## config.mk

```make
export PLATFORM = sky130hd
export DESIGN_NAME = spi_tx
export DESIGN_NICKNAME = d
export VERILOG_FILES = /design/src/rtl/spi_tx.sv
export SDC_FILE = /design/constraint.sdc
export NUM_CORES = 1
export LEC_CHECK = 0
export CELL_PAD_IN_SITES_DETAIL_PLACEMENT = 1
export CELL_PAD_IN_SITES_GLOBAL_PLACEMENT = 1
export CORE_MARGIN = 4
export CORE_UTILIZATION = 43
export CTS_BUF_LIST = sky130_fd_sc_hd__clkbuf_16
export DETAILED_ROUTE_END_ITERATION = 7
export HOLD_SLACK_MARGIN = 0.08
export PLACE_DENSITY = 0.91
export SLEW_MARGIN = 40
export SYNTH_ARGS = -nofsm -noshare
export SYNTH_HDL_FRONTEND = slang
export SYNTH_SLANG_ARGS = --single-unit
```

## constraint.sdc

```tcl
create_clock -name clk -period 3.3 [get_ports clk]
set_clock_uncertainty 0.15 [all_clocks]
set_input_delay 0.495 -clock clk [delete_from_list [all_inputs] [get_ports clk]]
set_output_delay 0.495 -clock clk [all_outputs]
set_load 0.02 [all_outputs]
```

## src/rtl/spi_tx.sv

```systemverilog
// SPI mode-0 transmitter: D_W-bit word in over valid/ready, streamed out on cs_n/sclk/mosi.
// Define SPI_TX_LSB_FIRST_EN to send LSB first; default build sends MSB first.
module spi_tx #(
  parameter int D_W     = 8,
  parameter int CLK_DIV = 4,
  parameter int CS_GAP  = 2
) (
  input  logic           clk,
  input  logic           rst_n,
  input  logic [D_W-1:0] tx_data,
  input  logic           tx_valid,
  output logic           tx_ready,
  output logic           sclk,
  output logic           mosi,
  output logic           cs_n,
  output logic           busy,
  output logic           done
);

  localparam int DIV_W = $clog2(CLK_DIV + 1);
  localparam int BIT_W = $clog2(D_W);
  localparam int GAP_W = $clog2(CS_GAP + 1);

  localparam logic [DIV_W-1:0] DIV_ZERO = DIV_W'(0);
  localparam logic [DIV_W-1:0] DIV_ONE  = DIV_W'(1);
  localparam logic [DIV_W-1:0] DIV_LAST = DIV_W'(CLK_DIV - 1);
  localparam logic [BIT_W-1:0] BIT_ZERO = BIT_W'(0);
  localparam logic [BIT_W-1:0] BIT_ONE  = BIT_W'(1);
  localparam logic [BIT_W-1:0] BIT_LAST = BIT_W'(D_W - 1);
  localparam logic [GAP_W-1:0] GAP_ZERO = GAP_W'(0);
  localparam logic [GAP_W-1:0] GAP_ONE  = GAP_W'(1);
  localparam logic [GAP_W-1:0] GAP_LAST = GAP_W'(CS_GAP - 1);
  localparam logic [D_W-1:0]   SH_ZERO  = D_W'(0);

  typedef enum logic [1:0] {
    IDLE = 2'd0,
    LOW  = 2'd1,
    HIGH = 2'd2,
    GAP  = 2'd3
  } state_t;

  state_t           state_r,   state_s;
  logic [DIV_W-1:0] div_cnt_r, div_cnt_s;
  logic [GAP_W-1:0] gap_cnt_r, gap_cnt_s;
  logic [BIT_W-1:0] bit_cnt_r, bit_cnt_s;
  logic [D_W-1:0]   shreg_r,   shreg_s;
  logic             sclk_r,    sclk_s;
  logic             mosi_r,    mosi_s;
  logic             cs_n_r,    cs_n_s;
  logic             busy_r,    busy_s;
  logic             done_r,    done_s;

  logic accept_s;
  logic div_end_s;
  logic gap_end_s;
  logic first_bit_s;
  logic next_bit_s;
  logic [D_W-1:0] shifted_s;

  assign accept_s  = tx_valid && (state_r == IDLE);
  assign div_end_s = (div_cnt_r == DIV_LAST);
  assign gap_end_s = (gap_cnt_r == GAP_LAST);

`ifdef SPI_TX_LSB_FIRST_EN
  assign first_bit_s = tx_data[0];
  assign next_bit_s  = shreg_r[1];
  assign shifted_s   = {1'b0, shreg_r[D_W-1:1]};
`else
  assign first_bit_s = tx_data[D_W-1];
  assign next_bit_s  = shreg_r[D_W-2];
  assign shifted_s   = {shreg_r[D_W-2:0], 1'b0};
`endif

  // State and datapath registers with synchronous active-low reset.
  always_ff @(posedge clk) begin
    if (!rst_n) begin
      state_r   <= IDLE;
      div_cnt_r <= DIV_ZERO;
      gap_cnt_r <= GAP_ZERO;
      bit_cnt_r <= BIT_ZERO;
      shreg_r   <= SH_ZERO;
      sclk_r    <= 1'b0;
      mosi_r    <= 1'b0;
      cs_n_r    <= 1'b1;
      busy_r    <= 1'b0;
      done_r    <= 1'b0;
    end else begin
      state_r   <= state_s;
      div_cnt_r <= div_cnt_s;
      gap_cnt_r <= gap_cnt_s;
      bit_cnt_r <= bit_cnt_s;
      shreg_r   <= shreg_s;
      sclk_r    <= sclk_s;
      mosi_r    <= mosi_s;
      cs_n_r    <= cs_n_s;
      busy_r    <= busy_s;
      done_r    <= done_s;
    end
  end

  // Next-state decode.
  always_comb begin
    state_s = state_r;
    case (state_r)
      IDLE: begin
        if (accept_s) state_s = LOW;
        else          state_s = IDLE;
      end
      LOW: begin
        if (div_end_s) state_s = HIGH;
        else           state_s = LOW;
      end
      HIGH: begin
        if (div_end_s && (bit_cnt_r == BIT_ZERO)) state_s = GAP;
        else if (div_end_s)                       state_s = LOW;
        else                                      state_s = HIGH;
      end
      GAP: begin
        if (gap_end_s) state_s = IDLE;
        else           state_s = GAP;
      end
      default: state_s = IDLE;
    endcase
  end

  // Next values of counters, shifter and registered pin outputs.
  always_comb begin
    div_cnt_s = div_cnt_r;
    gap_cnt_s = gap_cnt_r;
    bit_cnt_s = bit_cnt_r;
    shreg_s   = shreg_r;
    sclk_s    = sclk_r;
    mosi_s    = mosi_r;
    cs_n_s    = cs_n_r;
    busy_s    = busy_r;
    done_s    = 1'b0;
    case (state_r)
      IDLE: begin
        if (accept_s) begin
          shreg_s   = tx_data;
          mosi_s    = first_bit_s;
          cs_n_s    = 1'b0;
          sclk_s    = 1'b0;
          busy_s    = 1'b1;
          bit_cnt_s = BIT_LAST;
          div_cnt_s = DIV_ZERO;
        end else begin
          busy_s = 1'b0;
        end
      end
      LOW: begin
        if (div_end_s) begin
          sclk_s    = 1'b1;
          div_cnt_s = DIV_ZERO;
        end else begin
          div_cnt_s = div_cnt_r + DIV_ONE;
        end
      end
      HIGH: begin
        if (div_end_s) begin
          div_cnt_s = DIV_ZERO;
          sclk_s    = 1'b0;
          if (bit_cnt_r != BIT_ZERO) begin
            // mosi moves only together with the sclk falling edge
            shreg_s   = shifted_s;
            mosi_s    = next_bit_s;
            bit_cnt_s = bit_cnt_r - BIT_ONE;
          end else begin
            cs_n_s    = 1'b1;
            mosi_s    = 1'b0;
            done_s    = 1'b1;
            gap_cnt_s = GAP_ZERO;
          end
        end else begin
          div_cnt_s = div_cnt_r + DIV_ONE;
        end
      end
      GAP: begin
        if (gap_end_s) begin
          busy_s    = 1'b0;
          gap_cnt_s = GAP_ZERO;
        end else begin
          gap_cnt_s = gap_cnt_r + GAP_ONE;
        end
      end
      default: begin
        cs_n_s = 1'b1;
        sclk_s = 1'b0;
        mosi_s = 1'b0;
        busy_s = 1'b0;
      end
    endcase
  end

  assign tx_ready = (state_r == IDLE);
  assign sclk     = sclk_r;
  assign mosi     = mosi_r;
  assign cs_n     = cs_n_r;
  assign busy     = busy_r;
  assign done     = done_r;

endmodule

```

Yosys cells after proc, flatten, opt, wreduce, memory -nomap -nowiden
Cells that the tools add are included.
{"block": "totals", "register_bits": 22, "in_bits": 11, "elab_cells": 79}
{"block": "op_classes", "addsub": 3, "n_eq_ne": 11, "muxes": 36, "reduce_logical": 19}
{"cell": "7-bit two-way mux", "n": 3}
{"cell": "3-bit two-way mux", "n": 5}
{"cell": "2-bit two-way mux", "n": 7}
{"cell": "7-bit one-hot mux with 2 select lines", "n": 1}
{"cell": "1-bit two-way mux", "n": 12}
{"cell": "3-bit one-hot mux with 2 select lines", "n": 2}
{"cell": "4-bit AND reduction", "n": 3}
{"cell": "2-bit != test (second input constant)", "n": 5}
{"cell": "3-bit AND reduction", "n": 3}
{"cell": "2-bit one-hot mux with 4 select lines", "n": 1}
{"cell": "2-bit nonzero test", "n": 4}
{"cell": "1-bit one-hot mux with 2 select lines", "n": 3}
{"cell": "3-bit nonzero test", "n": 2}
{"cell": "2-bit by 1-bit equality test with 1-bit output (second input constant)", "n": 2}
{"cell": "2-bit equality test (second input constant)", "n": 2}
{"cell": "2-bit one-hot mux with 2 select lines", "n": 1}
{"cell": "2-bit AND reduction", "n": 2}
{"cell": "3-bit by 1-bit adder with 3-bit output (second input constant)", "n": 1}
{"cell": "3-bit by 2-bit equality test with 1-bit output (second input constant)", "n": 1}
{"cell": "3-bit zero test", "n": 1}
{"cell": "1-bit one-hot mux with 3 select lines", "n": 1}
{"cell": "3-bit by 1-bit subtractor with 3-bit output (second input constant)", "n": 1}
{"cell": "2-bit by 1-bit adder with 2-bit output (second input constant)", "n": 1}
{"cell": "1-bit logical AND", "n": 2}
{"cell": "other kinds (3)", "n": 3}

Depth between registers and ports, before layout
Gate-level depths: netlist of run 1.
{"block": "logic_depth", "word_depth": 4, "ltp_mapped": 8}

Worst setup path after synthesis of run 1
OpenSTA, ideal clock, no wires.
{"block": "synth_path", "kind": "reg2reg", "from": "reg state_r[0]", "to": "reg shreg_r[1]", "setup_ps": 140, "arrival_time_ps": 1577, "required_ps": 3010, "path_slack_ps": 1432, "path_stages_with_launch": 9, "path_buffers": 2, "period_less_slack_ps": 1868, "cell_sequence": "dfxtp_1 -> inv_1 -> ha_1 -> and2b_1 -> buf_6 -> nor2_4 -> and2_4 -> buf_6 -> a211oi_2"}
{"block": "synth_via", "elab_chain_cells": 4, "word_cells_on_any_way": 9, "classes_between": "4 x eq/ne; 1 x mux; 4 x reduce/logical"}
{"item": "start, declared", "line_no": "42", "text": "state_t state_r, state_s;"}
{"item": "start signal, assigned", "line_no": "88", "text": "state_r <= state_s;"}
{"item": "2-bit zero test (*)"}
{"item": "via tx_ready", "line_no": "12", "text": "output logic tx_ready,"}
{"item": "1-bit logical AND", "line_no": "60", "text": "assign accept_s = tx_valid && (state_r == IDLE);"}
{"item": "2-bit by 1-bit != test with 1-bit output (no line)"}
{"item": "4-bit AND reduction (no line)"}
{"item": "end signal, assigned", "line_no": "92", "text": "shreg_r <= shreg_s;"}
{"item": "end, declared", "line_no": "46", "text": "logic [D_W-1:0] shreg_r, shreg_s;"}
The timed path passes the listed nets; every way through them passes the cells marked *.
A chain may end at the register's enable or synchronous reset.

Final worst setup path of run 1
{"block": "layout_path", "from": "reg state_r[0]", "to": "out tx_ready"}
{"block": "layout_via", "elab_chain_cells": 1}
{"item": "2-bit zero test", "line_no": "195", "text": "assign tx_ready = (state_r == IDLE);"}
{"item": "end, declared", "line_no": "12"}
No other way between the ends.

==> results.ini, run 1 <==
[yosys]
synth_top_area_share_pct=37.3
synth_area_leaders=dfxtp_1, ha_1, a211oi_2
syn-instance-count=127
synth_seq_cells=22
synthDistinctLibCells=38
ys_seq_area_share_pct=37.3
yosysTopAreaCell=dfxtp_1
synthArstFlopShare_pct=0
syn_nets=145
ys_warn_count=0
ys.flop_type=dfxtp_1
synth_edf_count=0
synth.avg_cell_area_sq_um=9.29
synth_area_sq_um=1180

[layout]
drive_gt1_share_pct=12.2
finalInstanceArea_sq_um=1410
layout_commonest_cell=dfxtp_1
fin_cells=169
final_core_util_pct=55.4
fin_nets=158
final_cell_mix=dfxtp_1, clkdlybuf4s50_1, a21oi_1
area_delta_synth_final_pct=19.4
multi_input_area_sq_um=666
fillers=298
n_antenna_cell=0
regArea_sq_um=440

[die]
die_y_um=60.4
io_pins=17
initial_core_util_pct=46.4
coreArea_sq_um=2540
row_count=18
die_x_um=60.4
die_area_sq_um=3650

[critical_path]
critPathKind=reg2out
required_ns=2.65
cp-end-kind=output port
start_kind=register
crit_arrival_ns=1.69
worstPathMaxFanout=9

[timing]
finalCritPeriodShare_pct=70.6
setup_ws_ns=0.970
finalCriticalPeriod_ns=2.33
tns_ns=0
rsz0062_at_grt=false
fmax_ghz=0.429
final_hold_viol_count=0
drv_slew=0
holdWs_ns=0.298
tightest_slew_ns=0.631
relSlewSlack_pct=57.9
setup_viol=0

[clock_network]
root_buffer=clkbuf_16
htreeDepth=1
cts_setup_buffers=0
postCtsHoldBufs=0
numCtsBuffers=3
clkLatencyLatePin_ns=0.25
clk_pin_slew_ns=0.06
cts_tree=yes
cts_resized=0
clock_path_buffers=2
clkSinkCount=22

[grt]
grt_overflow=0
grt_max_degree=20
antenna_found_initial=0
grt_pass1_vias=985
grt_pass1_wl_mm=4.53
grtUsageTotal_pct=16.4

[place]
pre_cts_slack_ns=1.07
gp_congestion=0.736
place_inst=165
portBuffers=16
place_area_sq_um=1330
hpwl_mm=2.01

[power_and_ir_drop]
p_int_uw=500
total_power_uw=672
power_switching_uw=172
combPwrFrac_pct=17.6
seq_power_share_pct=44.1
leakage_nw=0.506
powerDensity_nw_per_um2=477
switching_share_pct=25.6
clockPowerShare_pct=38.3
ir_drop_v=0.000274

[drt]
wire_per_inst_um=15.9
totalWireLength_mm=2.69
vias=958
antenna_left=0
avgViaCountPerCell=5.67
first_pass_iters=4
drt_iter0_drc=31
drc=0

[worst_hold_path]
hold_class=reg2reg

[run]
cap_viol_max_count=0

[status]
outcome=completed

==> critical path: stages, from the launching register on <==
cell             delay, ns
dfxtp_1               0.33
inv_1                 0.08
ha_1                  0.35
clkdlybuf4s50_1       0.67
==> cells by family (layout without fill, tap and decap cells) <==
logic type | Yosys count | in the layout | share of synthesized area [%]
AO/OA/AOI/OAI | 38 | 38 | 25.3
AND/OR/NAND/NOR | 37 | 37 | 16.5
flip-flops | 22 | 22 | 37.3
buffers and inverters | 15 | 27 | 6.47
multiplexers | 8 | 8 | 6.89
adder cells (fa/ha/maj) | 7 | 7 | 7.42
==> power by group through the flow <==
| stage | logic [mW] | registers [mW] | clock network, mW |
|---|---|---|---|
| finish | 0.118 | 0.296 | 0.258 |
| CTS | 0.119 | 0.296 | 0.263 |
| global placement | 0.113 | 0.300 | 0 |
| global route | 0.131 | 0.298 | 0.272 |
| floorplan | 0.0823 | 0.303 | 0 |
| detailed placement | 0.118 | 0.302 | 0 |
==> flip-flops by register name, indices dropped and copies added, names as in the netlist, 2 cells and up <==
register / cells
gap_cnt_r: 2
shreg_r: 7
state_r: 2
div_cnt_r: 3
bit_cnt_r: 3
==> cell usage after synthesis (all sizes together), types with 2 or more instances <==
master,instances
a311oi,3
mux2i,7
a21oi,14
ha,7
dfxtp,22
o31ai,2
nand2,8
inv,7
a211oi,9
nand2b,4
nor2,11
or2,2
buf,7
o21ai,4
and3,2
nand3b,2
nor3,3
==> per-layer routing <==
metal | share of wire [%] | GRT usage (%) | routed length, um
met5 | 0 | 0 | 0
met2 | 48 | 28.2 | 1300
met1 | 47 | 20.7 | 1250
met4 | 1.4 | 4.75 | 38
met3 | 3.6 | 3.40 | 97
==> layout make-up <==
cell class                 instances  area share (%)
sequential                        22            31.3
multi-input combinational         90            47.2
timing repair buffer              16            11.4
clock inverter                     1           0.266
clock buffer                       3            5.33
tap                               30            2.66
inverter                           7            1.87
==> worst paths after layout <==
check	startpoint	end	slack (ns)	cells after the start
hold reg to reg	gap_cnt_r[1]	gap_cnt_r[1]	0.30	2
hold / removal	gap_cnt_r[1]	gap_cnt_r[1]	0.30	2
setup reg to reg	state_r[0]	bit_cnt_r[2]	1.31	6
setup / recovery	state_r[0]	tx_ready	0.97	3
No activity file was read; power rests on OpenSTA's default activity.
==> run 2, diff against run 1 <==
CORE_UTILIZATION = 40   (was 43)
PLACE_DENSITY = 0.86   (was 0.91)
clock period = 2.3 ns   (was 3.3 ns; I/O delays follow)
==> results.ini, run 2 (synthesis results as in run 1) <==
[place]
portBuffers=16
gp_congestion=0.763
hpwl_mm=2.11

[timing]
finalCriticalPeriod_ns=2.13
drv_slew=0
fmax_ghz=0.469
relSlewSlack_pct=63.2
setup_viol=0
rsz0062_at_grt=false
final_hold_viol_count=0
tns_ns=0
finalCritPeriodShare_pct=92.6
tightest_slew_ns=0.553

[critical_path]
cpMaxStageDelayCell=clkdlybuf4s50_1
required_ns=1.80
crit_arrival_ns=1.63
start_kind=register
cp-end-kind=output port
critPathKind=reg2out
slowest_delay_ns=0.64
crit_chain=inv_1 -> ha_2 -> clkdlybuf4s50_1
cp_num_buf_inv=2
worstPathMaxFanout=9
cp_top_family=buffers and inverters

[clock_network]
numCtsBuffers=3
clk_pin_slew_ns=0.06
root_buffer=clkbuf_16
clkLatencyLatePin_ns=0.26
clock_path_buffers=2
htreeDepth=1
cts_tree=yes
clkSinkCount=22
cts_setup_buffers=0

[layout]
regArea_sq_um=440
multi_input_area_sq_um=666
drive_gt1_share_pct=14.8
top_regs=shreg_r x7, bit_cnt_r x3, div_cnt_r x3
area_delta_synth_final_pct=23.6
fillers=320
n_antenna_cell=0
final_cell_mix=dfxtp_1, clkdlybuf4s50_1, a21oi_1
top_register=shreg_r
fin_nets=161
layout_commonest_cell=dfxtp_1
largest_reg_flops=7

[drt]
avgViaCountPerCell=5.72
totalWireLength_mm=3.25
drt_iter0_drc=40
antenna_left=0
vias=990
wire_per_inst_um=18.8
drc=0
first_pass_iters=4

[die]
die_area_sq_um=3880
die_x_um=62.3
io_pins=17
coreArea_sq_um=2780
die_y_um=62.3
initial_core_util_pct=42.4
row_count=19

[power_and_ir_drop]
leakage_nw=0.534
powerDensity_nw_per_um2=760
switching_share_pct=24.7
ir_drop_v=0.000726
p_int_uw=835
total_power_mw=1.11
clockPowerShare_pct=45.3
combPwrFrac_pct=16.3
power_switching_uw=274
seq_power_share_pct=38.4

[grt]
grt_pass1_vias=1088
grtUsageTotal_pct=18.0
grt_max_degree=14
antenna_found_initial=0
grt_overflow=0
grt_pass1_wl_mm=5.56

[run]
cap_viol_max_count=0

[status]
outcome=completed

[worst_hold_path]
hold_class=reg2reg

==> run 2: cell count changes in the layout (fill, tap and decap cells not counted), sizes merged <==
cell,change
buf,+3
bufinv,+1
clkinv,-1
==> run 2: power groups by stage <==
| stage | clock network (mW) | registers (mW) | logic [mW] |
|---|---|---|---|
| detailed placement | 0 | 0.433 | 0.173 |
| global route | 0.523 | 0.429 | 0.199 |
| CTS | 0.514 | 0.426 | 0.180 |
| floorplan | 0 | 0.434 | 0.118 |
| global placement | 0 | 0.431 | 0.164 |
| finish | 0.502 | 0.426 | 0.181 |
==> run 2: layout make-up <==
type                       count  share of cell area, %
clock inverter                 1                   2.06
timing repair buffer          19                   12.5
tap                           31                   2.66
inverter                       7                   1.80
sequential                    22                   30.2
multi-input combinational     90                   45.6
clock buffer                   3                   5.15
==> run 2: what timing repair did <==
action	in CTS	in global routing
gates resized for setup	0	1
hold buffers	0	0
endpoints found under the setup margin	0	2
==> run 2: tightest hold or removal path, stage by stage (launching register included) <==
cell and delay (ns):
dfxtp_1 0.31, nand2_1 0.05, a21oi_1 0.03
==> run 2: per-stage QoR <==
stage                     instances  hold WS (ns)  setup WS (ns)  instance area (sq um)  utilization [%]
final                           173         0.292          0.170                   1460             52.5
after floorplan                 127         0.262          0.432                   1180                -
after global routing            173         0.336         0.0200                   1460             52.5
after global placement          169         0.273          0.331                   1350             48.6
after CTS                       173         0.291         0.0504                   1460             52.4
after detailed placement        169         0.282          0.226                   1350             48.6
==> run 2: final timing paths <==
path,slack (ns),to,from,cells past startpoint
worst max register to register,0.18,mosi,state_r[0],6
worst min-delay path,0.29,gap_cnt_r[1],gap_cnt_r[1],2
worst min register to register,0.29,gap_cnt_r[1],gap_cnt_r[1],2
worst max-delay path,0.17,tx_ready,state_r[0],3
==> run 2: layer usage <==
metal  GRT usage (%)  up-vias  share of wire [%]
li1                -      480                  -
met5               0        -                  0
met4            5.31        0                1.2
met3            3.96        4                2.6
met2            32.9       16                 54
met1            20.7      490                 43
